**src/rtl/num2ascii_stream.sv**
```systemverilog
// rtl/num2ascii_stream.sv - binary to decimal ASCII character stream converter
// Double-dabble conversion, then digits MSB first over a valid/ready handshake.
module num2ascii_stream #(
    parameter int         WIDTH       = 32,
    parameter int         DIGITS      = 10,
    parameter int         LZ_SUPPRESS = 1,
    parameter int         TERM_EN     = 1,
    parameter logic [7:0] TERM_CHAR   = 8'h0A
) (
    input  logic             CLK,
    input  logic             RST,
    input  logic             start_i,
    input  logic [WIDTH-1:0] value_i,
    input  logic             ready_i,
    output logic [7:0]       char_o,
    output logic             valid_o,
    output logic             busy_o,
    output logic             done_o,
    output logic             ovf_o
);
    localparam int BCD_D = (WIDTH * 3) / 10 + 1;
    // Extra digits beyond BCD_D (only when DIGITS > BCD_D) always stay zero.
    localparam int NPAD  = (DIGITS > BCD_D) ? DIGITS : BCD_D;
    localparam int CW    = $clog2(WIDTH + 1);
    localparam int IW    = $clog2(DIGITS + 1);

    typedef enum logic [1:0] {S_IDLE, S_CONVERT, S_EMIT, S_TERM} state_t;
    state_t r_state, w_state_nxt;

    logic [WIDTH-1:0]  r_bin;
    logic [4*NPAD-1:0] r_bcd;
    logic [CW-1:0]     r_cnt;
    logic [IW-1:0]     r_idx;
    logic              r_ovf;
    logic              r_done;

    logic [4*NPAD-1:0] w_adj;
    logic [4*NPAD-1:0] w_dab;
    logic              w_unused_carry;
    logic              w_conv_last;
    logic              w_fin;
    logic              w_ovf;
    logic [IW-1:0]     w_nz_idx;
    logic [IW-1:0]     w_first;
    logic [3:0]        w_digit;

    always_comb begin
        w_adj = '0;
        for (int d = 0; d < NPAD; d++) begin
            w_adj[4*d +: 4] = (r_bcd[4*d +: 4] >= 4'd5) ? r_bcd[4*d +: 4] + 4'd3
                                                         : r_bcd[4*d +: 4];
        end
    end

    assign w_dab          = {w_adj[4*NPAD-2:0], r_bin[WIDTH-1]};
    assign w_unused_carry = w_adj[4*NPAD-1];
    assign w_conv_last    = (r_cnt == CW'(1));

    // Evaluated on the final shifted value so EMIT can start the very next cycle.
    always_comb begin
        w_ovf    = 1'b0;
        w_nz_idx = '0;
        for (int i = 0; i < NPAD; i++) begin
            if (w_dab[4*i +: 4] != 4'd0) begin
                if (i >= DIGITS) w_ovf = 1'b1;
                else             w_nz_idx = IW'(i);
            end
        end
    end

    assign w_first = (w_ovf || LZ_SUPPRESS == 0) ? IW'(DIGITS - 1) : w_nz_idx;

    always_comb begin
        w_digit = 4'd0;
        for (int i = 0; i < DIGITS; i++) begin
            if (r_idx == IW'(i)) w_digit = r_bcd[4*i +: 4];
        end
    end

    always_ff @(posedge CLK) begin
        if (RST) r_state <= S_IDLE;
        else     r_state <= w_state_nxt;
    end

    always_comb begin
        w_state_nxt = r_state;
        w_fin       = 1'b0;
        valid_o     = 1'b0;
        char_o      = 8'h00;
        case (r_state)
            S_IDLE: begin
                if (start_i) w_state_nxt = S_CONVERT;
            end
            S_CONVERT: begin
                if (w_conv_last) w_state_nxt = S_EMIT;
            end
            S_EMIT: begin
                valid_o = 1'b1;
                char_o  = r_ovf ? 8'h39 : {4'h3, w_digit};
                if (ready_i && r_idx == '0) begin
                    if (TERM_EN != 0) begin
                        w_state_nxt = S_TERM;
                    end else begin
                        w_state_nxt = S_IDLE;
                        w_fin       = 1'b1;
                    end
                end
            end
            S_TERM: begin
                valid_o = 1'b1;
                char_o  = TERM_CHAR;
                if (ready_i) begin
                    w_state_nxt = S_IDLE;
                    w_fin       = 1'b1;
                end
            end
            default: w_state_nxt = S_IDLE;
        endcase
    end

    always_ff @(posedge CLK) begin
        if (RST) begin
            r_bin  <= '0;
            r_bcd  <= '0;
            r_cnt  <= '0;
            r_idx  <= '0;
            r_ovf  <= 1'b0;
            r_done <= 1'b0;
        end else begin
            r_done <= w_fin;
            case (r_state)
                S_IDLE: begin
                    if (start_i) begin
                        r_bin <= value_i;
                        r_bcd <= '0;
                        r_cnt <= CW'(WIDTH);
                        r_ovf <= 1'b0;
                    end
                end
                S_CONVERT: begin
                    r_bin <= {r_bin[WIDTH-2:0], 1'b0};
                    r_bcd <= w_dab;
                    r_cnt <= r_cnt - CW'(1);
                    if (w_conv_last) begin
                        r_ovf <= w_ovf;
                        r_idx <= w_first;
                    end
                end
                S_EMIT: begin
                    if (ready_i && r_idx != '0) r_idx <= r_idx - IW'(1);
                end
                default: ;
            endcase
        end
    end

    assign busy_o = (r_state != S_IDLE);
    assign done_o = r_done;
    assign ovf_o  = r_ovf;

endmodule
```
**config.mk**
```make
export PLATFORM = sky130hd
export DESIGN_NAME = num2ascii_stream
export DESIGN_NICKNAME = d
export VERILOG_FILES = /design/src/rtl/num2ascii_stream.sv
export SDC_FILE = /design/constraint.sdc
export NUM_CORES = 1
export LEC_CHECK = 0
export CORE_MARGIN = 2
export CORE_UTILIZATION = 60
export DETAILED_ROUTE_END_ITERATION = 16
export PLACE_DENSITY = 0.83
export RECOVER_POWER = 25
export SYNTH_ARGS = -nofsm -noshare
export SYNTH_HDL_FRONTEND = slang
export SYNTH_SLANG_ARGS = --single-unit
```
**constraint.sdc**
```tcl
create_clock -name CLK -period 3.3 [get_ports CLK]
set_input_delay 0.33 -clock CLK [delete_from_list [all_inputs] [get_ports CLK]]
set_output_delay 0.33 -clock CLK [all_outputs]
set_load 0.03 [all_outputs]
```
# Yosys cells after proc, flatten, opt, wreduce, memory -nomap -nowiden
# Index checks and enable logic that the tools add are counted.
[classes] n_addsub=12 order_cmp=10 reduce_logical=23 bitwise_logic=1 muxes=50 n_eq_ne=18
[ops] operator="two-way mux 4 bit" n=30
[ops] operator="one-hot mux 40 bit (2 select lines)" n=1
[ops] operator="one-hot mux 32 bit (2 select lines)" n=1
[ops] operator="greater-or-equal comparator 4 x 3 -> 1 bit, second input constant" n=10
[ops] operator="two-way mux 40 bit" n=1
[ops] operator="nonzero test 4 bit" n=10
[ops] operator="adder 4 x 2 -> 4 bit, second input constant" n=9
[ops] operator="two-way mux 32 bit" n=1
[ops] operator="one-hot mux 6 bit (2 select lines)" n=2
[ops] operator="== test 4 x 3 -> 1 bit, second input constant" n=4
[ops] operator="inequality test 2 bit, second input constant" n=5
[ops] operator="== test 4 x 2 -> 1 bit, second input constant" n=2
[ops] operator="== test 4 bit, second input constant" n=2
[ops] operator="two-way mux 2 bit" n=4
[ops] operator="one-hot mux 2 bit (4 select lines)" n=1
[ops] operator="one-hot mux 4 bit (2 select lines)" n=1
[ops] operator="== test 6 x 1 -> 1 bit, second input constant" n=1
[ops] operator="two-way mux 6 bit" n=1
[ops] operator="AND reduction 3 bit" n=2
[ops] operator="nonzero test 2 bit" n=3
[ops] operator="subtractor 6 x 1 -> 6 bit, second input constant" n=1
[ops] operator="two-way mux 1 bit" n=5
[ops] operator="== test 2 bit, second input constant" n=2
[ops] operator="== test 4 x 1 -> 1 bit, second input constant" n=1
[ops] operator="other kinds (12)" n=14
[word_totals] output_inout_bits=12 input_bits=36 elab_cells=121 ff_bits=86

# Logic depth before layout (Yosys ltp)
[depth] depth_word=14 ltp_mapped=11 ltp_nobuf=9

# Least setup slack after synthesis
# Ideal clock, no wire load.
[synth_timing] kind="register to output" start="reg r_idx[1]" end="out char_o[2]" required_time_ns=2.970 slack_ns=0.789 t_arrival_ns=2.181 path_stages_with_launch=11 cell_sequence="dfxtp_1 inv_1 ha_1 clkbuf_1 clkbuf_1 nand3b_1 a21oi_1 a21oi_1 o21ai_1 a221oi_1 nor3_1"
[synth_between] elab_chain_len=13
[synth_lines] item="start, declared" line_no="33" source="logic [IW-1:0] r_idx;"
[synth_lines] item="start signal, assigned" line_no="146" source="r_idx <= w_first;"
[synth_lines] item="start signal, assigned" line_no="150" source="if (ready_i && r_idx != '0) r_idx <= r_idx - IW'(1);"
[synth_lines] item="logical NOT 4 bit" line_no="76" source="if (r_idx == IW'(i)) w_digit = r_bcd[4*i +: 4];"
[synth_lines] item="two-way mux 4 bit (9 in series)" line_no="76"
[synth_lines] item="two-way mux 4 bit *" line_no="76"
[synth_lines] item="two-way mux 4 bit *" line_no="99" source="char_o = r_ovf ? 8'h39 : {4'h3, w_digit};"
[synth_lines] item="one-hot mux 6 bit (2 select lines) *" line_no="90" source="case (r_state)"
[synth_lines] item="end, declared" line_no="15" source="output logic [7:0] char_o,"
# Every way passes the cells marked *; elsewhere a longest branch is shown, timed or not.

# Final worst setup path
# Same ends and word-level chain as after synthesis.

==> metrics <==
Worst Clk Skew=0.01618 ns; reg2reg end=r_idx[2]$_SDFFE_PP0P_; Total GRT Usage=27.06%; adder-cell share of the synthesized area=7.687%; Worst Setup End Kind=output port; Area after DPL=5498 µm²; fill count=673; Placeable Area=8175 µm²; worst hold endpoint=r_bin[22]$_SDFFE_PP0P_; status=complete, but fails checks; Final period util=95.26%; DPL Wire Length=8.430 mm; Synth Instances=648; I/O pin total=48; Pleak=2.065 nW; Post-Synth Simple-Gate Area=22.42%; Initial Util=61.72%; WL per Instance=15.51 µm; setup tns final=0 ns; Max Cap Violations=1; worst min-delay path class=reg -> reg; Worst Setup SP=r_idx[1]$_SDFFE_PP0P_; Slew Limit Fails=43; Skew-Pair Late Insertion Delay=0.37 ns; IO Port Bufs=44; vias in the first global route=4359; Multi-input gate area=3073 µm²; DR vias=4719; RR Startpoint=r_state[1]$_SDFFE_PP0P_; worst hold stages=2; crit path launch type=register; Max Root-Sink Buffers=2; Syn-to-layout area delta=12.84%; Crit path arrival time=2.81 ns; Worst-Margin Slew=1.909 ns; Placer Congestion=0.9342; overall power of the completed layout=3.863 mW; Hold Fails Final Rpt=0; first-pass GRT wire length=19.82 mm; WL final=12.04 mm; CP Class=reg -> out; Final Setup Violations=0; CTS tree=yes; Post-Layout Inst Area=5694 µm²; Hold Slack=0.4975 ns; final routed DRC violation total=0; CTS Sinks=85; largest family of logic cells by synthesized area=compound AO/OA/AOI/OAI gates; n_diodes=0; setup repair after global routing missed its margin=false; number of antenna violations at the first check in global routing=0; CTS buffer count=9; share of cells above drive strength 1=5.216%; Worst slew margin=-27.27%; grt total ovfl=0; Initial DRC Count=304; width of the die=95.71 µm; mux share of post-synthesis cell area=5.232%; commonest non-fill, non-tap cell in the layout=dfxtp_1; 1st-pass router iterations=6; Syn Area/Cell=7.787 µm²; Cell Pwr Density=678.4 nW/µm²; fin util=69.65%; most frequent cells in the layout=85 x dfxtp_1, 80 x nor2_1, 53 x a21oi_1; hold buffer count at cts=0; number of core rows=33; R2R cell count=9; yosys warns=0; Die H=95.71 µm; worst vdd ir=0.5273 mV; Netlist cell types=55; CTS clk-pin slew, worst paths=0.09 ns; Final min period=3.144 ns; H-tree depth=3; sequential area share after synthesis=33.72%; Crit Path Max Fanout=19; HP Start=r_bin[22]$_SDFFE_PP0P_; violated checks=max-capacitance violations, max-slew violations; Worst Path Required=2.97 ns; post-synthesis compound-gate area fraction=22.44%; number of synthesized register bits=85; Nets=733; XOR/XNOR Fraction of Synth Area=2.430%; Storage cell area=1702 µm²; R2R Setup Slk=0.26 ns; vias per cell=6.081; die area=9159 µm²; fmax=318.1 MHz; synthesized area=5046 µm²; largest net degree at the start of global routing=49; Post-DRT Antenna Nets=0; root buffer cell=clkbuf_8
synthesized netlist by cell type (all sizes together):
| master | number | area [µm²] |
|---|---|---|
| nor4 | 5 | 31.28 |
| o21ai | 41 | 205.2 |
| nand3b | 7 | 52.55 |
| nand2 | 38 | 142.6 |
| a311o | 1 | 10.01 |
| or4 | 2 | 18.77 |
| nand4 | 2 | 12.51 |
| o22ai | 21 | 131.4 |
| xor2 | 2 | 17.52 |
| dfxtp | 85 | 1702 |
| o211ai | 3 | 22.52 |
| a21o | 1 | 7.510 |
| or2b | 1 | 7.510 |
| a221oi | 2 | 17.52 |
| buf | 7 | 43.79 |
| nand2b | 21 | 133.9 |
| ha | 31 | 387.9 |
| a31o | 1 | 8.760 |
| o2111a | 1 | 11.26 |
| mux2 | 3 | 33.78 |
| a21boi | 2 | 15.02 |
| and2 | 3 | 18.77 |
| a311oi | 3 | 32.53 |
| mux2i | 23 | 230.2 |
| clkbuf | 39 | 146.4 |
| a31oi | 2 | 12.51 |
| a21oi | 54 | 281.5 |
| nor2 | 80 | 300.3 |
| a22oi | 21 | 157.7 |
| conb | 1 | 3.750 |
| nor2b | 8 | 50.05 |
| or2 | 1 | 6.260 |
| nor3b | 9 | 67.56 |
| a211oi | 20 | 155.1 |
| o31ai | 1 | 7.510 |
| nor3 | 41 | 205.2 |
| o2111ai | 1 | 8.760 |
| o21a | 4 | 30.03 |
| o221ai | 1 | 8.760 |
| xnor2 | 12 | 105.1 |
| a2111oi | 1 | 8.760 |
| nand4b | 1 | 8.760 |
| nand3 | 15 | 75.07 |
| inv | 30 | 112.6 |
area by class of cell:
type | count | share of cell area, %
Timing Repair Buffer | 51 | 8.526
Inverter | 30 | 1.978
Clock buffer | 10 | 2.417
Tap cell | 105 | 2.307
Sequential cell | 85 | 29.88
Multi-Input combinational cell | 489 | 53.97
Clock inverter | 6 | 0.9229
flip-flops by register name, indices dropped and copies added, names as in the netlist:
register	count
r_bcd	40
r_state	2
r_idx	4
r_bin	32
r_cnt	6
done_o	1
critical path, stage by stage, from the launching register on:
cell and delay (ns):
dfxtp_1 0.42, inv_1 0.11, ha_2 0.29, nand3b_1 0.20, a21oi_1 0.18, a21oi_1 0.06
o21ai_0 0.18, a221oi_1 0.12, nor3_1 0.18, clkdlybuf4s50_1 0.71
where the power goes:
part	leakage (nW)	total (mW)	internal [mW]	switching, mW
Sequential	0.694	1.43	1.26	0.169
Clock	0.0914	0.727	0.306	0.421
Combinational	1.28	1.70	0.633	1.07
Total	2.06	3.86	2.20	1.66
what timing repair did:
action / 4_1_cts / 5_1_grt
resized for setup: 2 / 5
gates cloned: 0 / 0
buffers inserted: 0 / 0
endpoints found under the setup margin: 2 / 3
metrics by stage:
step	std cells	worst slack (ns)
2_1_floorplan	650	0.7890
3_3_place_gp	760	0.4784
3_5_place_dp	760	0.3803
4_1_cts	776	0.0002884
5_1_grt	776	0.08553
6_report	776	0.1564
kinds of logic after synthesis:
| logic type | count (synthesis) |
|---|---|
| DFF | 85 |
| adders and majority gates | 31 |
| AOI/OAI and AO/OA | 181 |
| xor gates and xnor gates | 14 |
| muxes | 26 |
| buffers and inverters | 76 |
| other | 1 |
| and+or+nand+nor | 234 |
worst max-delay path by stage:
stage                             to  slack, ns  cells past startpoint
2_1_floorplan              char_o[2]       0.79                     10
3_3_place_gp               char_o[1]       0.48                     10
3_5_place_dp               char_o[1]       0.38                     10
4_1_cts                    char_o[1]     0.0003                      8
5_1_grt        r_idx[2]$_SDFFE_PP0P_       0.09                      9
6_report                   char_o[2]       0.16                      9
layer usage:
metal / global-route usage, % / part of all wire [%] / wire (µm)
met5: 0 / 0 / 0
met2: 45.80 / 49 / 5860
met3: 4.229 / 6.7 / 811
met1: 33.77 / 42 / 5046
met4: 12.50 / 2.6 / 317
Note: power is estimated with default switching activity, not from simulation.
